==> config.mk <==
export PLATFORM = sky130hd
export DESIGN_NAME = unit_dispatcher_flat
export DESIGN_NICKNAME = d
export VERILOG_FILES = /design/src/rtl/unit_dispatcher_if.sv /design/src/rtl/unit_dispatcher.sv /design/src/flat_wrapper.sv
export SDC_FILE = /design/constraint.sdc
export NUM_CORES = 1
export LEC_CHECK = 0
export CAP_MARGIN = 20
export CORE_MARGIN = 2
export CORE_UTILIZATION = 35
export DETAILED_ROUTE_END_ITERATION = 7
export PLACE_DENSITY = 0.56
export REMOVE_ABC_BUFFERS = 1
export SETUP_SLACK_MARGIN = 0.02
export SYNTH_ARGS = -nofsm -noshare
export SYNTH_HDL_FRONTEND = slang
export SYNTH_SLANG_ARGS = --single-unit
export TNS_END_PERCENT = 30
==> constraint.sdc <==
create_clock -name clk -period 3.2 [get_ports clk]
set_input_delay 0.64 -clock clk [delete_from_list [all_inputs] [get_ports clk]]
set_output_delay 0.64 -clock clk [all_outputs]
set_load 0.02 [all_outputs]
==> src/rtl/unit_dispatcher_if.sv <==
// unit_dispatcher_if: host command handshake and processing-unit control bundle.
// The host/unit side uses the master modport; the dispatcher uses the slave modport.
interface unit_dispatcher_if #(
    parameter int unsigned UNIT_COUNT = 4
);
    localparam int unsigned UW = (UNIT_COUNT > 1) ? $clog2(UNIT_COUNT) : 1;

    logic                  cmd_valid;
    logic                  cmd_ready;
    logic [2:0]            cmd_op;
    logic [UW-1:0]         cmd_dst;
    logic [UW-1:0]         cmd_src;
    logic [UNIT_COUNT-1:0] unit_ready;
    logic [UNIT_COUNT-1:0] unit_done;
    logic [UNIT_COUNT-1:0] unit_start;
    logic [2:0]            unit_op;
    logic [UW-1:0]         unit_src;

    modport master (
        output cmd_valid, cmd_op, cmd_dst, cmd_src, unit_ready, unit_done,
        input  cmd_ready, unit_start, unit_op, unit_src
    );

    modport slave (
        input  cmd_valid, cmd_op, cmd_dst, cmd_src, unit_ready, unit_done,
        output cmd_ready, unit_start, unit_op, unit_src
    );
endinterface

==> src/rtl/unit_dispatcher.sv <==
// unit_dispatcher: in-order command scheduler feeding the processing_unit array.
// Commands are buffered in a FIFO and issued to their destination unit once the
// destination (and, for COPY/ADD_VEC, the source) unit is idle.
// Optional macro UNIT_DISPATCHER_PERF_EN adds the stall_cycles counter output.
module unit_dispatcher #(
    parameter int unsigned UNIT_COUNT = 4,
    parameter int unsigned FIFO_DEPTH = 8
) (
    input  logic                  clk,
    input  logic                  rst,
    unit_dispatcher_if.slave      bus,
    input  logic                  flush,
    output logic [UNIT_COUNT-1:0] busy,
    output logic                  idle,
    output logic                  spurious_done
`ifdef UNIT_DISPATCHER_PERF_EN
    ,
    output logic [31:0]           stall_cycles
`endif
);
    localparam int unsigned OP_W = 3;
    localparam int unsigned UW   = (UNIT_COUNT > 1) ? $clog2(UNIT_COUNT) : 1;
    localparam int unsigned PW   = $clog2(FIFO_DEPTH);
    localparam int unsigned CW   = PW + 1;
    localparam int unsigned EW   = OP_W + 2 * UW;

    localparam logic [OP_W-1:0] OP_COPY    = 3'd3;
    localparam logic [OP_W-1:0] OP_ADD_VEC = 3'd4;

    typedef enum logic [1:0] {
        ST_IDLE,
        ST_CHECK,
        ST_ISSUE,
        ST_DRAIN
    } state_t;

    state_t                state;
    state_t                state_nxt;
    logic [EW-1:0]         fifo_mem [FIFO_DEPTH];
    logic [PW-1:0]         wr_ptr;
    logic [PW-1:0]         rd_ptr;
    logic [CW-1:0]         count;
    logic [CW-1:0]         count_nxt;
    logic [UNIT_COUNT-1:0] busy_q;
    logic                  push;
    logic                  pop;
    logic                  issue_go;
    logic                  fifo_empty;
    logic                  ready_nxt;
    logic [EW-1:0]         head;
    logic [OP_W-1:0]       head_op;
    logic [UW-1:0]         head_src;
    logic [UW-1:0]         head_dst;
    logic                  inter_op;
    logic                  hazard_ok;
    logic [UNIT_COUNT-1:0] dst_onehot;

    // Head decode and hazard test
    assign push       = bus.cmd_valid && bus.cmd_ready;
    assign fifo_empty = (count == '0);
    assign head       = fifo_mem[rd_ptr];
    assign head_op    = head[EW-1 -: OP_W];
    assign head_src   = head[2*UW-1 -: UW];
    assign head_dst   = head[UW-1:0];
    assign inter_op   = (head_op == OP_COPY) || (head_op == OP_ADD_VEC);
    assign dst_onehot = UNIT_COUNT'(1) << head_dst;
    assign hazard_ok  = !busy_q[head_dst] && bus.unit_ready[head_dst]
                        && (!inter_op || !busy_q[head_src]);

    assign busy = busy_q;
    assign idle = fifo_empty && (busy_q == '0) && (state == ST_IDLE);

    // FSM state register
    always_ff @(posedge clk) begin
        if (rst) begin
            state <= ST_IDLE;
        end else begin
            state <= state_nxt;
        end
    end

    // FSM next state, issue and pop decisions; flush overrides everything
    always_comb begin
        state_nxt = state;
        issue_go  = 1'b0;
        pop       = 1'b0;
        case (state)
            ST_IDLE: begin
                if (!fifo_empty || push) begin
                    state_nxt = ST_CHECK;
                end
            end
            ST_CHECK: begin
                if (hazard_ok) begin
                    state_nxt = ST_ISSUE;
                    issue_go  = 1'b1;
                end
            end
            ST_ISSUE: begin
                pop       = 1'b1;
                state_nxt = ((count > CW'(1)) || push) ? ST_CHECK : ST_IDLE;
            end
            ST_DRAIN: begin
                if (busy_q == '0) begin
                    state_nxt = ST_IDLE;
                end
            end
            default: state_nxt = ST_IDLE;
        endcase
        if (flush) begin
            state_nxt = ST_DRAIN;
            issue_go  = 1'b0;
            pop       = 1'b0;
        end
    end

    assign count_nxt = flush ? '0 : (count + CW'(push) - CW'(pop));
    assign ready_nxt = (state_nxt != ST_DRAIN) && (count_nxt < CW'(FIFO_DEPTH));

    // FIFO storage; a write coincident with flush is dropped
    always_ff @(posedge clk) begin
        if (!rst && push && !flush) begin
            fifo_mem[wr_ptr] <= {bus.cmd_op, bus.cmd_src, bus.cmd_dst};
        end
    end

    // FIFO pointers, occupancy and registered cmd_ready
    always_ff @(posedge clk) begin
        if (rst) begin
            wr_ptr        <= '0;
            rd_ptr        <= '0;
            count         <= '0;
            bus.cmd_ready <= 1'b1;
        end else begin
            bus.cmd_ready <= ready_nxt;
            count         <= count_nxt;
            if (flush) begin
                wr_ptr <= '0;
                rd_ptr <= '0;
            end else begin
                if (push) begin
                    wr_ptr <= wr_ptr + PW'(1);
                end
                if (pop) begin
                    rd_ptr <= rd_ptr + PW'(1);
                end
            end
        end
    end

    // Busy tracking, spurious-done detection and registered issue outputs
    always_ff @(posedge clk) begin
        if (rst) begin
            busy_q         <= '0;
            spurious_done  <= 1'b0;
            bus.unit_start <= '0;
            bus.unit_op    <= '0;
            bus.unit_src   <= '0;
        end else begin
            busy_q         <= (busy_q & ~bus.unit_done) | (issue_go ? dst_onehot : '0);
            bus.unit_start <= issue_go ? dst_onehot : '0;
            if (|(bus.unit_done & ~busy_q)) begin
                spurious_done <= 1'b1;
            end
            if (issue_go) begin
                bus.unit_op  <= head_op;
                bus.unit_src <= head_src;
            end
        end
    end

`ifdef UNIT_DISPATCHER_PERF_EN
    // Saturating count of cycles the head sat in CHECK without issuing
    always_ff @(posedge clk) begin
        if (rst) begin
            stall_cycles <= '0;
        end else if ((state == ST_CHECK) && (state_nxt != ST_ISSUE) && (stall_cycles != '1)) begin
            stall_cycles <= stall_cycles + 32'd1;
        end
    end
`endif

endmodule

==> src/flat_wrapper.sv <==
// flat-port wrapper written by rule: the top's interface ports become plain ports
module unit_dispatcher_flat 
#(
    parameter int unsigned UNIT_COUNT = 4,
    parameter int unsigned FIFO_DEPTH = 8
)
  (clk, rst, flush, busy, idle, spurious_done, bus_cmd_valid, bus_cmd_op, bus_cmd_dst, bus_cmd_src, bus_unit_ready, bus_unit_done, bus_cmd_ready, bus_unit_start, bus_unit_op, bus_unit_src);
  unit_dispatcher_if #(.UNIT_COUNT(UNIT_COUNT)) bus_i ();
  input  logic clk;
  input  logic rst;
  input  logic flush;
  output logic [UNIT_COUNT-1:0] busy;
  output logic idle;
  output logic spurious_done;
  input wire logic [$bits(bus_i.cmd_valid)-1:0] bus_cmd_valid;
  input wire logic [$bits(bus_i.cmd_op)-1:0] bus_cmd_op;
  input wire logic [$bits(bus_i.cmd_dst)-1:0] bus_cmd_dst;
  input wire logic [$bits(bus_i.cmd_src)-1:0] bus_cmd_src;
  input wire logic [$bits(bus_i.unit_ready)-1:0] bus_unit_ready;
  input wire logic [$bits(bus_i.unit_done)-1:0] bus_unit_done;
  output wire logic [$bits(bus_i.cmd_ready)-1:0] bus_cmd_ready;
  output wire logic [$bits(bus_i.unit_start)-1:0] bus_unit_start;
  output wire logic [$bits(bus_i.unit_op)-1:0] bus_unit_op;
  output wire logic [$bits(bus_i.unit_src)-1:0] bus_unit_src;
  assign bus_i.cmd_valid = bus_cmd_valid;
  assign bus_i.cmd_op = bus_cmd_op;
  assign bus_i.cmd_dst = bus_cmd_dst;
  assign bus_i.cmd_src = bus_cmd_src;
  assign bus_i.unit_ready = bus_unit_ready;
  assign bus_i.unit_done = bus_unit_done;
  assign bus_cmd_ready = bus_i.cmd_ready;
  assign bus_unit_start = bus_i.unit_start;
  assign bus_unit_op = bus_i.unit_op;
  assign bus_unit_src = bus_i.unit_src;
  unit_dispatcher #(.UNIT_COUNT(UNIT_COUNT), .FIFO_DEPTH(FIFO_DEPTH)) u_core (.clk(clk), .rst(rst), .bus(bus_i), .flush(flush), .busy(busy), .idle(idle), .spurious_done(spurious_done));
endmodule
==> results of run 1 <==
through the flow:
step,total power (W),util (%)
final,0.00213,43.1
after global routing,0.00223,43.1
after CTS,0.00216,43.1
after detailed placement,0.00142,41.1
after global placement,0.00142,41.1
after floorplan,0.00133,-
worst max-delay path: cells and delay by family (launching register included):
family / cells / cell delay (ns)
flops: 1 / 0.37
compound gates: 1 / 0.53
buf+inv: 1 / 0.18
mux: 5 / 1.47
registers in the layout, indices dropped and copies added (netlist names), named ones only:
name,count
u_core.bus.cmd_ready,1
u_core.bus.unit_src,2
u_core.bus.unit_start,4
u_core.state,2
u_core.bus.unit_op,3
u_core.wr_ptr,3
u_core.fifo_mem,56
u_core.busy,4
u_core.spurious_done,1
u_core.count,4
u_core.rd_ptr,3
cells by family after synthesis:
| family | count (synthesis) |
|---|---|
| AO/OA/AOI/OAI | 20 |
| XOR/XNOR | 6 |
| adder cells (fa/ha/maj) | 9 |
| buffers and inverters | 21 |
| flip-flops | 86 |
| multiplexers | 37 |
| AND/OR/NAND/NOR | 73 |
layer usage:
| metal | part of all wire, % | up-vias |
|---|---|---|
| li1 | - | 1025 |
| met2 | 50 | 34 |
| met1 | 46 | 1011 |
| met5 | 0 | - |
| met4 | 0.80 | 0 |
| met3 | 3.2 | 2 |
synth_stat cells (all sizes together), types with 2 or more instances:
master / n
edfxtp: 56
dfxtp: 30
nor2: 28
mux2i: 20
nand2: 16
inv: 13
mux4: 12
ha: 8
nor2b: 7
a21oi: 5
clkbuf: 5
mux2: 5
nand2b: 5
nor3: 5
xor2: 5
a211oi: 3
buf: 3
a31o: 2
nand3b: 2
nor4: 2
o21ai: 2
o22ai: 2
o32ai: 2
or2: 2
layout make-up:
type / instances / share of cell area (%)
multi-input combinational: 145 / 27.7
clock buffer: 9 / 2.84
tap: 136 / 3.90
clock inverter: 7 / 1.72
inverter: 13 / 1.12
sequential: 86 / 52.2
timing repair buffer: 48 / 10.5
worst min-delay path by stage:
stage	startpoint	end	cells past startpoint
finish	u_core.rd_ptr[2]	u_core.rd_ptr[2]	2
global route	u_core.rd_ptr[2]	u_core.rd_ptr[2]	2
CTS	u_core.rd_ptr[2]	u_core.rd_ptr[2]	2
detailed placement	u_core.rd_ptr[2]	u_core.rd_ptr[2]	2
global placement	u_core.spurious_done	u_core.spurious_done	2
floorplan	u_core.rd_ptr[2]	register	2
power breakdown:
part           switching (W)  total (W)  internal (W)
Combinational      0.0000928   0.000180     0.0000873
Sequential         0.0000152    0.00121       0.00120
Clock               0.000433   0.000741      0.000307
==> impl_metrics.csv, run 1 <==
group,metric,value,unit
worst_setup_path,rrSetupSlack,0.54,ns
logic_synthesis,avgSynthCellArea,14.3,sq um
sta,finalCritPeriodShare,83.2,%
power,power_leakage,1.49,nW
logic_synthesis,synthSimpleGateAreaFrac,9.66,%
global_route,grt_util_met2,22.1,%
global_route,grt_pass1_vias,2127,
worst_setup_path,crit_chain,"buf_12 -> mux2i_1 -> mux4_2 -> mux2i_1 -> mux2i_1 -> a2111oi_4 -> mux2_2",
floorplan,fp.coreArea,10100,sq um
sta,fmax,376,MHz
logic_synthesis,synth_seq_cells,86,
worst_setup_path,crit_top_cell,"mux2i_1",
sta,maxSlewHeadroom,64.0,%
clock_network,cts.htree.levels,3,
worst_setup_path,required,3.45,ns
global_route,grt_antenna_before_repair,0,
sta,setup_ws,0.538,ns
global_route,grt-busiest-layer,"met2",
global_route,grt_pass1_wl,11100,um
final_layout,seq_area,2280,sq um
logic_synthesis,synth_cell_types,40,
run_status,status,"finished clean",
sta,setup_viol,0,
global_route,grt_overflow,0,
final_layout,areaGrowthSynthToFinish,21.3,%
worst_setup_path,ff2ff_path_depth,7,
power,peakVddDrop,257,uV
clock_network,cts_hold_buffers,0,
sta,worst_pin_slew,0.536,ns
final_layout,nets,331,
drt,wl,6880,um
logic_synthesis,netlist_instances,252,
sta,fin_crit,2.66,ns
logic_synthesis,yosys.area.top_type,"edfxtp_1",
floorplan,die-area,11100,sq um
clock_network,clk_pin_slew,0.10,ns
drt,drt_iter0_markers,105,
clock_network,numCtsBuffers,9,
clock_network,cts_root_buffer,"clkbuf_8",
worst_setup_path,endpoint_kind,"register",
sta,tns,0,ns
logic_synthesis,synth_top_family_by_area,"multiplexers",
drt,routedWlPerCell,15.5,um
placed_design,placed_cell_area,4170,sq um
final_layout,final_cell_area,4370,sq um
placed_design,io_buffers,34,
logic_synthesis,synth_area,3600,sq um
logic_synthesis,async_reset_ff_share,0,%
drt,ant_nets,0,
floorplan,io-pin-count,35,
clock_network,cts.repair.resized,0,
logic_synthesis,synth-main-ff-cell,"edfxtp_1",
placed_design,pre_cts_slack,0.407,ns
clock_network,insertion_delay,0.35,ns
global_route,use_met3,2.91,%
logic_synthesis,yosysSeqAreaShare,63.4,%
final_layout,diodes,0,
sta,finalHoldViolations,0,
logic_synthesis,synth_top_area_share,46.7,%
final_layout,multi_input_area,1210,sq um
worst_setup_path,crit_fanout,18,
power,p_per_area,488,nW/um^2
logic_synthesis,synth_area_leaders,"edfxtp_1 47%, dfxtp_1 17%, mux4_2 7.5%",
floorplan,fp.dieH,105,um
placed_design,place.detailed.hpwl,4690,um
final_layout,drive_above_1_share,17.2,%
floorplan,die_w,105,um
logic_synthesis,synth-compound-area-share,4.41,%
sta,rsz0062_at_grt,"false",
worst_setup_path,cp-endpoint,"u_core.bus.unit_op[0]",
logic_synthesis,yosysWarnings,0,
drt,drc_errors,0,
flow_run,maxCapViolCount,0,
worst_setup_path,r2r-end,"u_core.bus.unit_op[0]",
global_route,grt_max_degree,21,
logic_synthesis,synth-adder-area-share,3.33,%
worst_setup_path,critPathArrivalTime,2.91,ns
placed_design,dp_cells,428,
worst_setup_path,critPathSlowestCell,"mux4_2",
placed_design,place_congestion,0.746,
logic_synthesis,synthMuxAreaShare,14.7,%
sta,clock-skew-final,0.00929,ns
drt,firstDrtPassIters,4,
sta,drv_slew,0,
final_layout,stdcell_count,444,
clock_network,cts_tree,"yes",
floorplan,num_rows,37,
clock_network,clk_path_buf_depth,2,
global_route,track_usage,13.2,%
clock_network,cts_sinks,86,
logic_synthesis,synth_edf_count,56,
sta,whs,0.534,ns
floorplan,start_util,35.5,%
worst_setup_path,startpoint_type,"register",
drt,viasPerCell,4.67,
logic_synthesis,synthXorXnorAreaFrac,1.46,%
worst_hold_path,hold_class,"register to register",
drt,vias,2072,
global_route,met1_usage,16.9,%
worst_setup_path,setup.worst_path.class,"register to register",
worst_setup_path,max_stage_delay,0.58,ns
clock_network,post_cts_buffers,0,
final_layout,nFillCells,914,
final_layout,final_cell_mix,"56 x edfxtp_1, 34 x clkdlybuf4s50_1, 30 x dfxtp_1",
final_layout,final_common_cell,"edfxtp_1",
Power figures use the tool's default switching activity.
==> run 2: changes to the inputs <==
- PLACE_DENSITY: 0.56 -> 0.58
- clock period: 3.2 -> 2.2 ns (I/O delays scaled with it)
==> run 2 against run 1 <==
  * The run now ends with negative setup slack left
  * Wire length rose by 6.8%
  * Clock power rose by 69%
  * Non-clock buffer count rose by 25
  * Fmax rose by 11%
  * Clock skew rose by 0.0021 ns
  * Sequential power rose by 45%
  * Critical path type unchanged
  * Highest routed layer unchanged
==> impl_metrics.csv, run 2 (synthesis gave the netlist of run 1 again) <==
group,metric,value,unit
run_status,status,"finished, violations left",
run_status,violations,"negative setup slack",
global_route,met1_usage,18.8,%
flow_run,maxCapViolCount,0,
final_layout,drive_above_1_share,29.1,%
drt,drc_errors,0,
floorplan,fp.coreArea,10100,sq um
clock_network,insertion_delay,0.35,ns
worst_setup_path,required,2.44,ns
floorplan,start_util,35.5,%
final_layout,nFillCells,892,
final_layout,diodes,0,
floorplan,die_w,105,um
final_layout,final_cell_area,4770,sq um
floorplan,fp.dieH,105,um
worst_setup_path,startpoint_type,"register",
global_route,grt-busiest-layer,"met2",
sta,fin_crit,2.40,ns
floorplan,io-pin-count,35,
sta,worst_pin_slew,0.387,ns
global_route,use_met3,3.65,%
final_layout,nets,356,
sta,drv_slew,0,
worst_setup_path,max_stage_delay,0.50,ns
drt,wl,7350,um
placed_design,placed_cell_area,4370,sq um
worst_setup_path,critPathTopFamily,"multiplexers",
placed_design,place_congestion,0.731,
worst_hold_path,hold_class,"register to register",
worst_setup_path,r2r-end,"u_core.bus.unit_src[1]",
drt,vias,2198,
clock_network,clk_pin_slew,0.09,ns
clock_network,numCtsBuffers,9,
global_route,grt_overflow,0,
worst_setup_path,crit_fanout,6,
final_layout,final_common_cell,"edfxtp_1",
power,p_per_area,699,nW/um^2
clock_network,cts_root_buffer,"clkbuf_8",
drt,firstDrtPassIters,4,
global_route,grt_pass1_vias,2220,
global_route,grt_util_met2,22.1,%
drt,viasPerCell,4.69,
global_route,track_usage,14.0,%
final_layout,areaGrowthSynthToFinish,32.4,%
clock_network,clk_path_buf_depth,2,
drt,ant_nets,0,
floorplan,die-area,11100,sq um
floorplan,num_rows,37,
sta,finalHoldViolations,0,
sta,setup_viol,14,
final_layout,final_cell_mix,"56 x edfxtp_1, 33 x clkdlybuf4s50_1, 33 x buf_4",
sta,rsz0062_at_grt,"true",
worst_setup_path,cp-endpoint,"u_core.bus.unit_src[1]",
sta,whs,0.524,ns
global_route,grt_antenna_before_repair,0,
clock_network,cts.htree.levels,3,
worst_setup_path,path_buf_inv,2,
drt,drt_iter0_markers,91,
sta,maxSlewHeadroom,73.7,%
placed_design,place.detailed.hpwl,5060,um
clock_network,cts_sinks,86,
power,p_total,0.00333,W
sta,clock-skew-final,0.0114,ns
sta,finalCritPeriodShare,109,%
worst_setup_path,rrSetupSlack,-0.20,ns
sta,fmax,416,MHz
drt,routedWlPerCell,15.7,um
placed_design,io_buffers,34,
worst_setup_path,critPathArrivalTime,2.65,ns
power,power_leakage,1.67,nW
sta,setup_ws,-0.203,ns
global_route,grt_max_degree,21,
worst_setup_path,endpoint_kind,"register",
worst_setup_path,ff2ff_path_depth,8,
worst_setup_path,setup.worst_path.class,"register to register",
power,peakVddDrop,356,uV
final_layout,largest_reg_flops,56,
global_route,grt_pass1_wl,11700,um
worst_setup_path,path_depth,8,
worst_setup_path,crit_chain,"buf_12 -> mux4_2 -> mux2i_2 -> nand3b_1 -> o21ai_4 -> a2111oi_4 -> buf_6 -> mux2_4",
placed_design,dp_cells,450,
clock_network,cts_tree,"yes",
final_layout,regMostFlops,"u_core.fifo_mem",
worst_setup_path,critPathSlowestCell,"mux4_2",
final_layout,stdcell_count,469,
run 2: cell count changes in the layout (fill, tap and decap cells not counted), sizes merged:
cell / delta
buf: +25
bufinv: +2
clkinv: -2
clkbuf: +1
clkdlybuf4s50: -1
run 2: how the worst min path moves through the flow:
| stage | start | to | slack, ns | cells past startpoint |
|---|---|---|---|---|
| after floorplan | u_core.rd_ptr[2] | register | 0.48 | 2 |
| after global placement | u_core.spurious_done | u_core.spurious_done | 0.51 | 2 |
| after detailed placement | u_core.spurious_done | u_core.spurious_done | 0.51 | 2 |
| after CTS | u_core.spurious_done | u_core.spurious_done | 0.53 | 2 |
| after global routing | u_core.spurious_done | u_core.spurious_done | 0.57 | 2 |
| final | u_core.spurious_done | u_core.spurious_done | 0.52 | 2 |
run 2: metrics by stage:
stage / setup TNS [ns] / setup slack [ns] / util, %
after floorplan: -4.37 / -0.531 / -
after detailed placement: -9.04 / -0.443 / 43.1
after global placement: -8.55 / -0.458 / 43.1
after CTS: -2.46 / -0.245 / 45.8
final: -1.31 / -0.203 / 47.0
after global routing: -2.89 / -0.283 / 47.0
run 2: layer usage:
metal	part of all wire (%)	routed length, um
met1	46	3390
met2	48	3560
met3	4.2	310
met4	1.2	86
met5	0	0
run 2: cell type report:
type	count	area, sq um	area share, %
inverters	13	48.8	1.02
clock buffers	9	124	2.60
flip-flops and latches	86	2290	48.0
multi-input cells	145	1350	28.2
clock inverters	7	103	2.15
repair buffers	73	689	14.5
well taps	136	170	3.57
run 2: what timing repair did:
action                                  CTS  global route
gates cloned                              0             0
buffers inserted                          1             2
hold buffers                              0             0
resized for setup                        12            22
pin swaps                                 1             4
endpoints found under the setup margin   17            17
run 2: report_power, final:
group | switching, W | internal, W | leakage, nW | total, W
clock | 0.000598 | 0.000654 | 0.111 | 0.00125
sequential | 0.0000128 | 0.00174 | 0.749 | 0.00175
combinational | 0.000163 | 0.000167 | 0.812 | 0.000330
total | 0.000773 | 0.00256 | 1.67 | 0.00333
run 2: worst register-to-register path, cell delays in order, from the launching register on:
cell and delay (ns):
dfxtp_4 0.38, buf_12 0.12, mux4_2 0.50, mux2i_2 0.19, nand3b_1 0.19, o21ai_4 0.09
a2111oi_4 0.36, buf_6 0.18, mux2_4 0.30
==> run 3: changes to the inputs <==
- GPL_ROUTABILITY_DRIVEN: unset -> 0
- SETUP_SLACK_MARGIN: 0.02 -> 0.1
==> run 3 against run 2 <==
  * The run still ends with negative setup slack left
  * Non-clock buffer count increased by 1
  * Clock skew increased by 0.0013 ns
  * Core utilization about the same
  * Cell count increased by 0.21%
  * Clock power about the same
  * Critical path depth unchanged
  * Cell area about the same
  * Via count increased by 0.55%
  * Highest routed layer unchanged
==> impl_metrics.csv, run 3 (synthesis gave the netlist of run 1 again) <==
group,metric,value,unit
power,p_per_area,700,nW/um^2
power,seq_power_share,52.5,%
drt,drt_iter0_markers,97,
drt,firstDrtPassIters,4,
sta,worst_pin_slew,0.419,ns
run_status,status,"finished, violations left",
final_layout,areaGrowthSynthToFinish,32.3,%
final_layout,stdcell_count,470,
clock_network,cts_hold_buffers,0,
floorplan,start_util,35.5,%
worst_setup_path,startpoint_type,"register",
clock_network,cts.htree.levels,3,
worst_setup_path,critPathArrivalTime,2.65,ns
sta,drv_slew,0,
worst_hold_path,hold_class,"register to register",
sta,finalHoldViolations,0,
sta,finalCritPeriodShare,109,%
worst_setup_path,crit_chain,"buf_12 -> mux4_2 -> mux2i_2 -> nand3b_1 -> o21ai_4 -> a2111oi_4 -> buf_6 -> mux2_4",
clock_network,numCtsBuffers,9,
power,switching_power,0.000774,W
clock_network,cts_tree,"yes",
sta,setup_viol,16,
sta,setup_ws,-0.202,ns
sta,rsz0062_at_grt,"true",
floorplan,fp.dieH,105,um
worst_setup_path,setup.worst_path.class,"register to register",
worst_setup_path,critPathTopFamily,"multiplexers",
clock_network,clk_path_buf_depth,2,
placed_design,place.detailed.hpwl,5060,um
final_layout,regMostFlops,"u_core.fifo_mem",
power,pwr-share-clk,37.6,%
global_route,grt_antenna_before_repair,0,
sta,fin_crit,2.40,ns
placed_design,io_buffers,34,
power,p_sw_share,23.2,%
drt,routedWlPerCell,15.6,um
drt,viasPerCell,4.70,
power,power_leakage,1.67,nW
power,comb_power_share,9.9,%
worst_setup_path,critPathSlowestCell,"mux4_2",
drt,vias,2210,
sta,fmax,416,MHz
sta,maxSlewHeadroom,71.5,%
worst_setup_path,crit_fanout,6,
floorplan,die-area,11100,sq um
floorplan,fp.coreArea,10100,sq um
clock_network,cts_root_buffer,"clkbuf_8",
global_route,grt_pass1_vias,2220,
drt,ant_nets,0,
final_layout,final_cell_mix,"56 x edfxtp_1, 34 x buf_4, 33 x clkdlybuf4s50_1",
clock_network,insertion_delay,0.35,ns
flow_run,maxCapViolCount,0,
floorplan,num_rows,37,
final_layout,diodes,0,
run_status,violations,"negative setup slack",
final_layout,largest_reg_flops,56,
power,p_int,0.00256,W
final_layout,nFillCells,898,
global_route,grt_overflow,0,
drt,drc_errors,0,
global_route,grt_pass1_wl,11700,um
power,peakVddDrop,355,uV
global_route,track_usage,14.0,%
sta,clock-skew-final,0.0128,ns
worst_setup_path,required,2.44,ns
final_layout,final_common_cell,"edfxtp_1",
global_route,grt_max_degree,21,
worst_setup_path,path_buf_inv,2,
worst_setup_path,endpoint_kind,"register",
clock_network,clk_pin_slew,0.09,ns
worst_setup_path,max_stage_delay,0.50,ns
sta,tns,-1.72,ns
placed_design,dp_cells,450,
final_layout,nets,357,
drt,wl,7350,um
floorplan,die_w,105,um
final_layout,drive_above_1_share,28.7,%
floorplan,io-pin-count,35,
clock_network,cts_sinks,86,
[run 3: worst paths after layout]
| path | start | endpoint | slack (ns) | cells past startpoint |
|---|---|---|---|---|
| setup reg to reg | register | u_core.bus.unit_src[1] | -0.20 | 8 |
| hold reg to reg | u_core.spurious_done | u_core.spurious_done | 0.52 | 2 |
| setup / recovery | register | u_core.bus.unit_src[1] | -0.20 | 8 |
| hold / removal | u_core.spurious_done | u_core.spurious_done | 0.52 | 2 |
[run 3: power groups by stage]
stage                     logic (W)  clock network, W  registers [W]
after floorplan            0.000136                 0        0.00181
after global placement     0.000301                 0        0.00179
after detailed placement   0.000304                 0        0.00179
after CTS                  0.000312           0.00128        0.00175
after global routing       0.000358           0.00136        0.00175
final                      0.000331           0.00125        0.00175
[run 3: timing repair]
item	4_1_cts	5_1_grt
resized for setup	14	18
pin swaps	2	4
endpoints found under the setup margin	17	24
buffers inserted	1	3
[run 3: layout make-up]
class                           instances  area (sq um)  share of cell area (%)
Inverter                               13          48.8                    1.02
Timing Repair Buffer                   74           703                    14.8
Sequential cell                        86          2290                    48.0
Tap cell                              136           170                    3.57
Clock inverter                          7           103                    2.15
Multi-Input combinational cell        145          1330                    27.9
Clock buffer                            9           124                    2.60
[run 3: tightest hold or removal path, stage by stage, from the launching register on]
cell	delay, ns
dfxtp_1	0.33
a21oi_1	0.04
a21oi_1	0.12
[run 3: per-stage QoR]
stage	total power, W	hold slack, ns	instance area, sq um	utilization [%]	setup slack [ns]
after floorplan	0.00194	0.485	3540	-	-0.531
after global placement	0.00209	0.508	4370	43.1	-0.458
after detailed placement	0.00209	0.509	4370	43.1	-0.443
after CTS	0.00335	0.531	4640	45.8	-0.245
after global routing	0.00347	0.571	4760	47.0	-0.274
final	0.00334	0.524	4760	47.0	-0.202
[run 3: layer usage]
layer	track usage (%)	vias up	part of all wire [%]
li1	-	1077	-
met3	3.65	7	4.4
met4	5.14	0	1.4
met2	22.1	52	48
met5	0	-	0
met1	18.8	1074	46
